<file path="src/rtl/turbo_enc_pkg.sv">
// Shared constants for the turbo encoder core: FSM codes, block lengths and counter sizing.
// Block lengths shrink to 128/64 when SHORT_TEST_BLOCK_EN is defined.
package turbo_enc_pkg;

   localparam int CNT_W       = 13;
   localparam int TRELLIS_LEN = 4;

   typedef logic [2:0] fsm_state_t;

   localparam fsm_state_t ST_IDLE    = 3'd0;
   localparam fsm_state_t ST_ENCODE  = 3'd1;
   localparam fsm_state_t ST_TRELLIS = 3'd2;

`ifdef SHORT_TEST_BLOCK_EN
   localparam logic [CNT_W-1:0] K_LONG  = 13'd128;
   localparam logic [CNT_W-1:0] K_SHORT = 13'd64;
`else
   localparam logic [CNT_W-1:0] K_LONG  = 13'd6144;
   localparam logic [CNT_W-1:0] K_SHORT = 13'd1056;
`endif

   // Index of the final information bit for the selected block size.
   function automatic logic [CNT_W-1:0] block_last(input logic long_sel);
      return (long_sel ? K_LONG : K_SHORT) - 13'd1;
   endfunction

endpackage

</file>
<file path="src/rtl/rsc_encoder.sv">
// 8-state recursive systematic convolutional encoder (feedback s2^s3, parity a^s1^s3).
// The enclosing core derives termination bits from the exported state.
module rsc_encoder
   import turbo_enc_pkg::*;
(
   input  logic       clk,
   input  logic       rst,
   input  logic       u,
   input  logic       enable,
   input  logic       clear,
   output logic       x,
   output logic       z,
   output logic [2:0] state
);

   logic s1, s2, s3;
   logic a;

   assign a     = u ^ s2 ^ s3;
   assign x     = u;
   assign z     = a ^ s1 ^ s3;
   assign state = {s1, s2, s3};

   // Shift register advances only on accepted bits; clear returns it to the all-zero state.
   always_ff @(posedge clk) begin
      if (rst || clear) begin
         s1 <= 1'b0;
         s2 <= 1'b0;
         s3 <= 1'b0;
      end else if (enable) begin
         s1 <= a;
         s2 <= s1;
         s3 <= s2;
      end
   end

endmodule

</file>
<file path="src/rtl/turbo_enc_core.sv">
// Turbo encoder core: two RSC encoders, block FSM and trellis termination output mux.
// Optional macro SHORT_TEST_BLOCK_EN selects short block lengths (see turbo_enc_pkg).
module turbo_enc_core
   import turbo_enc_pkg::*;
(
   input  logic       clk,
   input  logic       rst,
   input  logic       data_valid,
   input  logic       ck,
   input  logic       ckp,
   input  logic       length,
   output logic       ready,
   output logic       xk,
   output logic       zk,
   output logic       zkp,
   output logic       out_valid,
   output logic       tail,
   output logic [2:0] current_state
);

   fsm_state_t       state_q;
   logic [CNT_W-1:0] cnt_q;
   logic             len_q;

   logic       accept;
   logic       clear_enc;
   logic       x1, z1, z2;
   logic       x2_unused;
   logic [2:0] st1, st2;

   assign ready         = (state_q == ST_IDLE) || (state_q == ST_ENCODE);
   assign current_state = state_q;
   assign accept        = data_valid && ready;
   assign clear_enc     = (state_q == ST_TRELLIS) && (cnt_q == CNT_W'(TRELLIS_LEN - 1));

   rsc_encoder u_enc1 (
      .clk    (clk),
      .rst    (rst),
      .u      (ck),
      .enable (accept),
      .clear  (clear_enc),
      .x      (x1),
      .z      (z1),
      .state  (st1)
   );

   rsc_encoder u_enc2 (
      .clk    (clk),
      .rst    (rst),
      .u      (ckp),
      .enable (accept),
      .clear  (clear_enc),
      .x      (x2_unused),
      .z      (z2),
      .state  (st2)
   );

   // Termination bits per encoder from the held state {s1,s2,s3}: x0,z0,x1,z1,x2,z2.
   logic [5:0] term1, term2;
   assign term1 = {st1[1] ^ st1[0], st1[2] ^ st1[0], st1[2] ^ st1[1], st1[1], st1[2], st1[2]};
   assign term2 = {st2[1] ^ st2[0], st2[2] ^ st2[0], st2[2] ^ st2[1], st2[1], st2[2], st2[2]};

   // Block FSM; outputs are registered so each triplet appears one cycle after its source.
   always_ff @(posedge clk) begin
      if (rst) begin
         state_q   <= ST_IDLE;
         cnt_q     <= '0;
         len_q     <= 1'b0;
         xk        <= 1'b0;
         zk        <= 1'b0;
         zkp       <= 1'b0;
         out_valid <= 1'b0;
         tail      <= 1'b0;
      end else begin
         xk        <= 1'b0;
         zk        <= 1'b0;
         zkp       <= 1'b0;
         out_valid <= 1'b0;
         tail      <= 1'b0;
         case (state_q)
            ST_IDLE: begin
               if (data_valid) begin
                  len_q     <= length;
                  cnt_q     <= CNT_W'(1);
                  state_q   <= ST_ENCODE;
                  out_valid <= 1'b1;
                  xk        <= x1;
                  zk        <= z1;
                  zkp       <= z2;
               end
            end
            ST_ENCODE: begin
               if (data_valid) begin
                  out_valid <= 1'b1;
                  xk        <= x1;
                  zk        <= z1;
                  zkp       <= z2;
                  if (cnt_q == block_last(len_q)) begin
                     cnt_q   <= '0;
                     state_q <= ST_TRELLIS;
                  end else begin
                     cnt_q <= cnt_q + CNT_W'(1);
                  end
               end
            end
            ST_TRELLIS: begin
               out_valid <= 1'b1;
               tail      <= 1'b1;
               case (cnt_q[1:0])
                  2'd0:    {xk, zk, zkp} <= term1[5:3];
                  2'd1:    {xk, zk, zkp} <= term1[2:0];
                  2'd2:    {xk, zk, zkp} <= term2[5:3];
                  default: {xk, zk, zkp} <= term2[2:0];
               endcase
               if (clear_enc) begin
                  cnt_q   <= '0;
                  state_q <= ST_IDLE;
               end else begin
                  cnt_q <= cnt_q + CNT_W'(1);
               end
            end
            default: begin
               cnt_q   <= '0;
               state_q <= ST_IDLE;
            end
         endcase
      end
   end

endmodule

</file>
<file path="config.mk">
export PLATFORM = sky130hd
export DESIGN_NAME = turbo_enc_core
export DESIGN_NICKNAME = d
export VERILOG_FILES = /design/src/rtl/turbo_enc_pkg.sv /design/src/rtl/rsc_encoder.sv /design/src/rtl/turbo_enc_core.sv
export SDC_FILE = /design/constraint.sdc
export NUM_CORES = 1
export LEC_CHECK = 0
export ABC_AREA = 1
export CORE_MARGIN = 1
export CORE_UTILIZATION = 30
export DETAILED_ROUTE_END_ITERATION = 6
export SYNTH_ARGS = -nofsm -noshare
export SYNTH_HDL_FRONTEND = slang
export SYNTH_SLANG_ARGS = --single-unit
</file>
<file path="constraint.sdc">
create_clock -name clk -period 1.9 [get_ports clk]
set_input_delay 0.19 -clock clk [delete_from_list [all_inputs] [get_ports clk]]
set_output_delay 0.19 -clock clk [all_outputs]
set_load 0.01 [all_outputs]
</file>
Word-level counts from Yosys, hierarchy flattened
Cells that the tools add are included.
Widths: inputs -> output; s select.
{ "word_totals": {"regBits": 28, "output_inout_bits": 9, "in_bits": 6} }
{ "op_classes": {"n_reduce_logical": 10, "n_eq_ne": 10, "n_bitwise": 14, "add_sub_neg": 2, "muxes": 23} }
{ "op_table": {"columns": ["op", "count"], "rows": [
  ["$mux 13", 5],
  ["$pmux 13 s3", 1],
  ["$xor 1x1->1", 14],
  ["$add 13x1->13 const B", 1],
  ["$eq 13x13->1", 1],
  ["$eq 13x2->1 const B", 1],
  ["$sub 13x1->13 const B", 1],
  ["$mux 3", 4],
  ["$pmux 1 s3", 3],
  ["$pmux 3 s3", 1],
  ["$pmux 1 s2", 4],
  ["$mux 1", 5],
  ["$ne 2x1->1 const B", 2],
  ["$ne 2x2->1 const B", 2],
  ["$reduce_and 2->1", 2],
  ["$reduce_and 4->1", 1],
  ["$eq 3x1->1 const B", 1],
  ["$eq 3x2->1 const B", 1],
  ["$logic_not 3->1", 1],
  ["$eq 2x1->1 const B", 1],
  ["$eq 2x2->1 const B", 1],
  ["$logic_and 1x1->1", 2],
  ["$logic_not 2->1", 1],
  ["$logic_or 1x1->1", 2],
  ["$reduce_or 2->1", 1]
]} }

Longest topological paths before layout
{ "logic_depth": {"ltp_word": 6, "mapped_depth": 11} }

By module
A second synthesis with hierarchy kept.
{ "unflattened": {"hier_cells": 238, "area_unflattened_um2": 1727.9} }
{ "by_module_without_submodules": {"columns": ["mod", "cells_each", "area_per_inst_um2", "instances"], "rows": [
  ["turbo_enc_core", 180, 1345.0, 1],
  ["rsc_encoder", 29, 191.4, 2]
]} }

Worst setup path after synthesis
OpenSTA, ideal clock, no wires.
{ "synth_timing": {"kind": "register to register", "start": "register cnt_q[0]", "end": "register state_q[0] (netlist: current_state[0])", "arrival_time_ps": 1400, "required_ps": 1768, "setup_slack_ps": 367, "synth_period_minus_slack_ps": 1533, "path_stages_with_launch": 11, "path_cell_list": "dfxtp_1 > ha_1 > nand3_2 > nor2_4 > nand3_2 > nor2_4 > nand2_4 > nand2_2 > nand2_1 > nand2_1 > a21oi_1"} }
{ "synth_via": {"elab_chain_cells": 4} }
{ "synth_lines": {"columns": ["item", "line", "rtl"], "rows": [
  ["from (decl)", "turbo_enc_core.sv:22", "logic [CNT_W-1:0] cnt_q;"],
  ["from (signal assigned)", "turbo_enc_core.sv:102", "cnt_q <= cnt_q + CNT_W'(1);"],
  ["from (signal assigned)", "turbo_enc_core.sv:119", "cnt_q <= cnt_q + CNT_W'(1);"],
  ["$eq 13x2->1", "turbo_enc_core.sv:34", "assign clear_enc = (state_q == ST_TRELLIS) && (cnt_q == CNT_W'(TRELLIS_LEN - 1));"],
  ["$logic_and 1x1->1", "turbo_enc_core.sv:34", null],
  ["$ne 2x1->1 (no line)", null, null],
  ["$reduce_and 4->1 (no line) (*)", null, null],
  ["to (signal assigned)", "turbo_enc_core.sv:66", "state_q <= ST_IDLE;"],
  ["to (signal assigned)", "turbo_enc_core.sv:85", "state_q <= ST_ENCODE;"],
  ["to (signal assigned)", "turbo_enc_core.sv:100", "state_q <= ST_TRELLIS;"],
  ["to (decl)", "turbo_enc_core.sv:21", "fsm_state_t state_q;"]
]} }
Every way passes the cells marked *; elsewhere a longest branch is shown, timed or not.
A chain may end at the register's enable or synchronous reset.

Final worst setup path
Ends and elaborated chain as after synthesis.

==> flow_summary.json <==
{
  "status": "completed",
  "syn2layout_area_growth_pct": 16.29,
  "synth_compound_area_frac": 0.1301,
  "power_mw": 1.164,
  "die_h_um": 76.03,
  "grt_use_total": 0.1370,
  "finalNetCount": 274,
  "fp-row-count": 26,
  "start_util": 0.3159,
  "fin_ws_ns": 0.2101,
  "synth_cell_type_count": 34,
  "preCtsSetupSlack_ns": 0.2319,
  "synth_simple_gate_area_share": 0.3683,
  "slew_violations": 0,
  "clock_sinks": 27,
  "num_io_pins": 15,
  "cp_cell_sequence": "ha_1 > nand3_2 > nor2_4 > nand3_2 > nor2_4 > nand2_4 > nand2_2 > nand2_1 > nand2_1 > a21oi_1",
  "r2r-end": "current_state[0]",
  "postCtsSetupBuffers": 0,
  "utilization": 0.3673,
  "critPathLaunchType": "flop",
  "async_reset_ff_frac": 0,
  "cp_slowest_cell": "dfxtp_1",
  "syn_area_um2": 1644,
  "placed_cell_area_um2": 1866,
  "synth-adder-area-share": 0.03044,
  "postRouteAntennaNets": 0,
  "end_kind": "flop",
  "synthXorXnorAreaFrac": 0.05327,
  "vias": 1597,
  "dr.pass1.iters": 4,
  "yosysTopAreaCellShare": 0.3288,
  "cp_top_family": "simple AND/OR/NAND/NOR gates",
  "max_stage_delay_ns": 0.42,
  "r2r.worst_path.cells": 10,
  "clk_pin_slew_ns": 0.10,
  "cp.arrival_ns": 1.87,
  "overflow": 0,
  "ys.flop_type": "dfxtp_1",
  "crit_buf_inv": 0,
  "antenna_found_initial": 0,
  "drive_gt1_frac": 0.09886,
  "fin_crit_sh": 0.8894,
  "p_per_area_nw_per_um2": 608.9,
  "yosysSeqAreaShare": 0.3288,
  "largest_reg_flops": 13,
  "final_area_um2": 1912,
  "max_freq_ghz": 0.5918,
  "wl_mm": 3.855,
  "syn-mean-instance-area_um2": 6.629,
  "setup_tns_ns": 0,
  "ys_seq_elements": 27,
  "cts_hold_buf": 0,
  "drt_first_iter_violations": 106,
  "wl_per_cell_um": 11.58,
  "die_w_um": 76.03,
  "synthesis.nets": 258,
  "gp_congestion": 0.8596,
  "setup_viol": 0,
  "synth_mux_area_frac": 0,
  "clock-root-buffer": "clkbuf_8",
  "synth_top_cell_by_area": "dfxtp_1",
  "dieArea_um2": 5781,
  "period_needed_ns": 1.690,
  "hold_path.class": "reg -> reg",
  "critPathKind": "reg -> reg",
  "worstSkewPairLatency_ns": 0.28,
  "postCtsResizedCells": 0,
  "cts_buffer_depth": 2,
  "largest_register": "cnt_q",
  "hold_end": "u_enc1.s3",
  "cts_inserted_buffers": 3,
  "maxCapViolCount": 0,
  "min_path_cells": 2,
  "max-vdd-ir-drop_v": 0.0002529,
  "hold_viol": 0,
  "skew_ns": 0.005222,
  "ys_warn_count": 0,
  "route.detailed.drc": 0,
  "grt_pass1_wl_mm": 6.541,
  "worstHoldStart": "u_enc1.s3",
  "p_leak_nw": 0.7454,
  "path_max_fanout": 9,
  "core_um2": 5205,
  "r2r-start": "cnt_q[0]",
  "synth_top_family_by_area": "simple AND/OR/NAND/NOR gates",
  "yosys-top-cells-area": "dfxtp_1 (33%), nand2_1 (14%), a21oi_1 (7.6%)",
  "rsz0062_at_grt": "false",
  "grt_pass1_vias": 1386,
  "port_buffers": 13,
  "viasPerCell": 4.796,
  "dp_hpwl_mm": 2.875,
  "cp.required_ns": 2.08,
  "grt_max_degree": 16,
  "diodes": 0,
  "r2r_slack_ns": 0.21,
  "htreeDepth": 1,
  "syn-instance-count": 248,
  "cts_tree": "yes",
  "synth-edff-count": 0
}
==> per-stage QoR <==
step / instances / hold slack [ns]
after floorplan: 248 / 0.2741
after global placement: 329 / 0.4852
after detailed placement: 329 / 0.4918
after CTS: 333 / 0.5070
after global routing: 333 / 0.5253
final: 333 / 0.4994
==> logic make-up after synthesis <==
| family | after synthesis |
|---|---|
| and+or+nand+nor | 131 |
| AOI/OAI and AO/OA | 39 |
| buffers and inverters | 36 |
| DFF | 27 |
| xor gates and xnor gates | 10 |
| adders and majority gates | 4 |
| other | 1 |
==> worst min-delay path, cell delays in order (launching register included) <==
cell,delay (ns)
dfxtp_1,0.34
nand2_1,0.07
a21oi_1,0.05
==> cell usage in the layout, fill, tap and decap left out, drive strengths merged <==
cell type	Yosys	layout
a21o	1	1
a21oi	26	26
a2bb2oi	1	1
a32oi	1	1
and3	1	1
buf	4	5
clkbuf	3	3
clkdlybuf4s50	0	13
clkinv	1	2
conb	1	1
dfxtp	27	27
ha	4	4
inv	28	28
nand2	68	68
nand3	16	16
nand4	9	9
nor2	31	31
nor3	3	3
nor4	1	1
o211ai	1	1
o21ai	8	8
o31ai	1	1
or2	2	2
xnor2	2	2
xor2	8	8
==> worst max path at each step <==
| stage | start | end | slack (ns) | depth (start not counted) |
|---|---|---|---|---|
| floorplan | cnt_q[0] | current_state[0] | 0.37 | 10 |
| finish | cnt_q[0] | current_state[0] | 0.21 | 10 |
| global route | cnt_q[0] | current_state[0] | 0.03 | 10 |
| detailed placement | cnt_q[0] | current_state[0] | 0.23 | 10 |
| global placement | cnt_q[0] | current_state[0] | 0.23 | 10 |
| CTS | cnt_q[0] | current_state[0] | 0.21 | 10 |
==> area by class of cell <==
cell class                 instances  area (µm²)
tap                               70       87.58
multi-input combinational        185       960.9
sequential                        27       540.5
clock buffer                       3       41.29
clock inverter                     1       5.005
inverter                          29       108.9
timing repair buffer              18       167.7
fill                             542        3293
==> synth_stat cells, types with 2 or more instances <==
cell type  number
inv_1          25
a21oi_1        25
buf_2           3
ha_1            4
nand2_4         2
nand3_1        13
dfxtp_1        27
inv_2           3
clkbuf_1        3
nand2_2         4
nand2_1        62
o21ai_1         3
nor3_1          3
o21ai_0         5
nand4_1         9
nor2_1         28
nor2_4          2
xnor2_1         2
nand3_2         3
xor2_1          8
==> power by group <==
group / total (mW) / internal (mW) / switching [mW]
registers: 0.610 / 0.587 / 0.0225
clock network: 0.337 / 0.147 / 0.189
logic: 0.218 / 0.0862 / 0.131
total: 1.16 / 0.821 / 0.343
==> layer usage <==
| layer | vias up | routed length, µm | track usage |
|---|---|---|---|
| met5 | - | 0 | 0 |
| met4 | 0 | 78 | 0.05577 |
| met3 | 7 | 125 | 0.007186 |
| met2 | 38 | 1577 | 0.2027 |
| met1 | 724 | 2073 | 0.2054 |
| li1 | 828 | - | - |
Power figures use the tool's default switching activity.
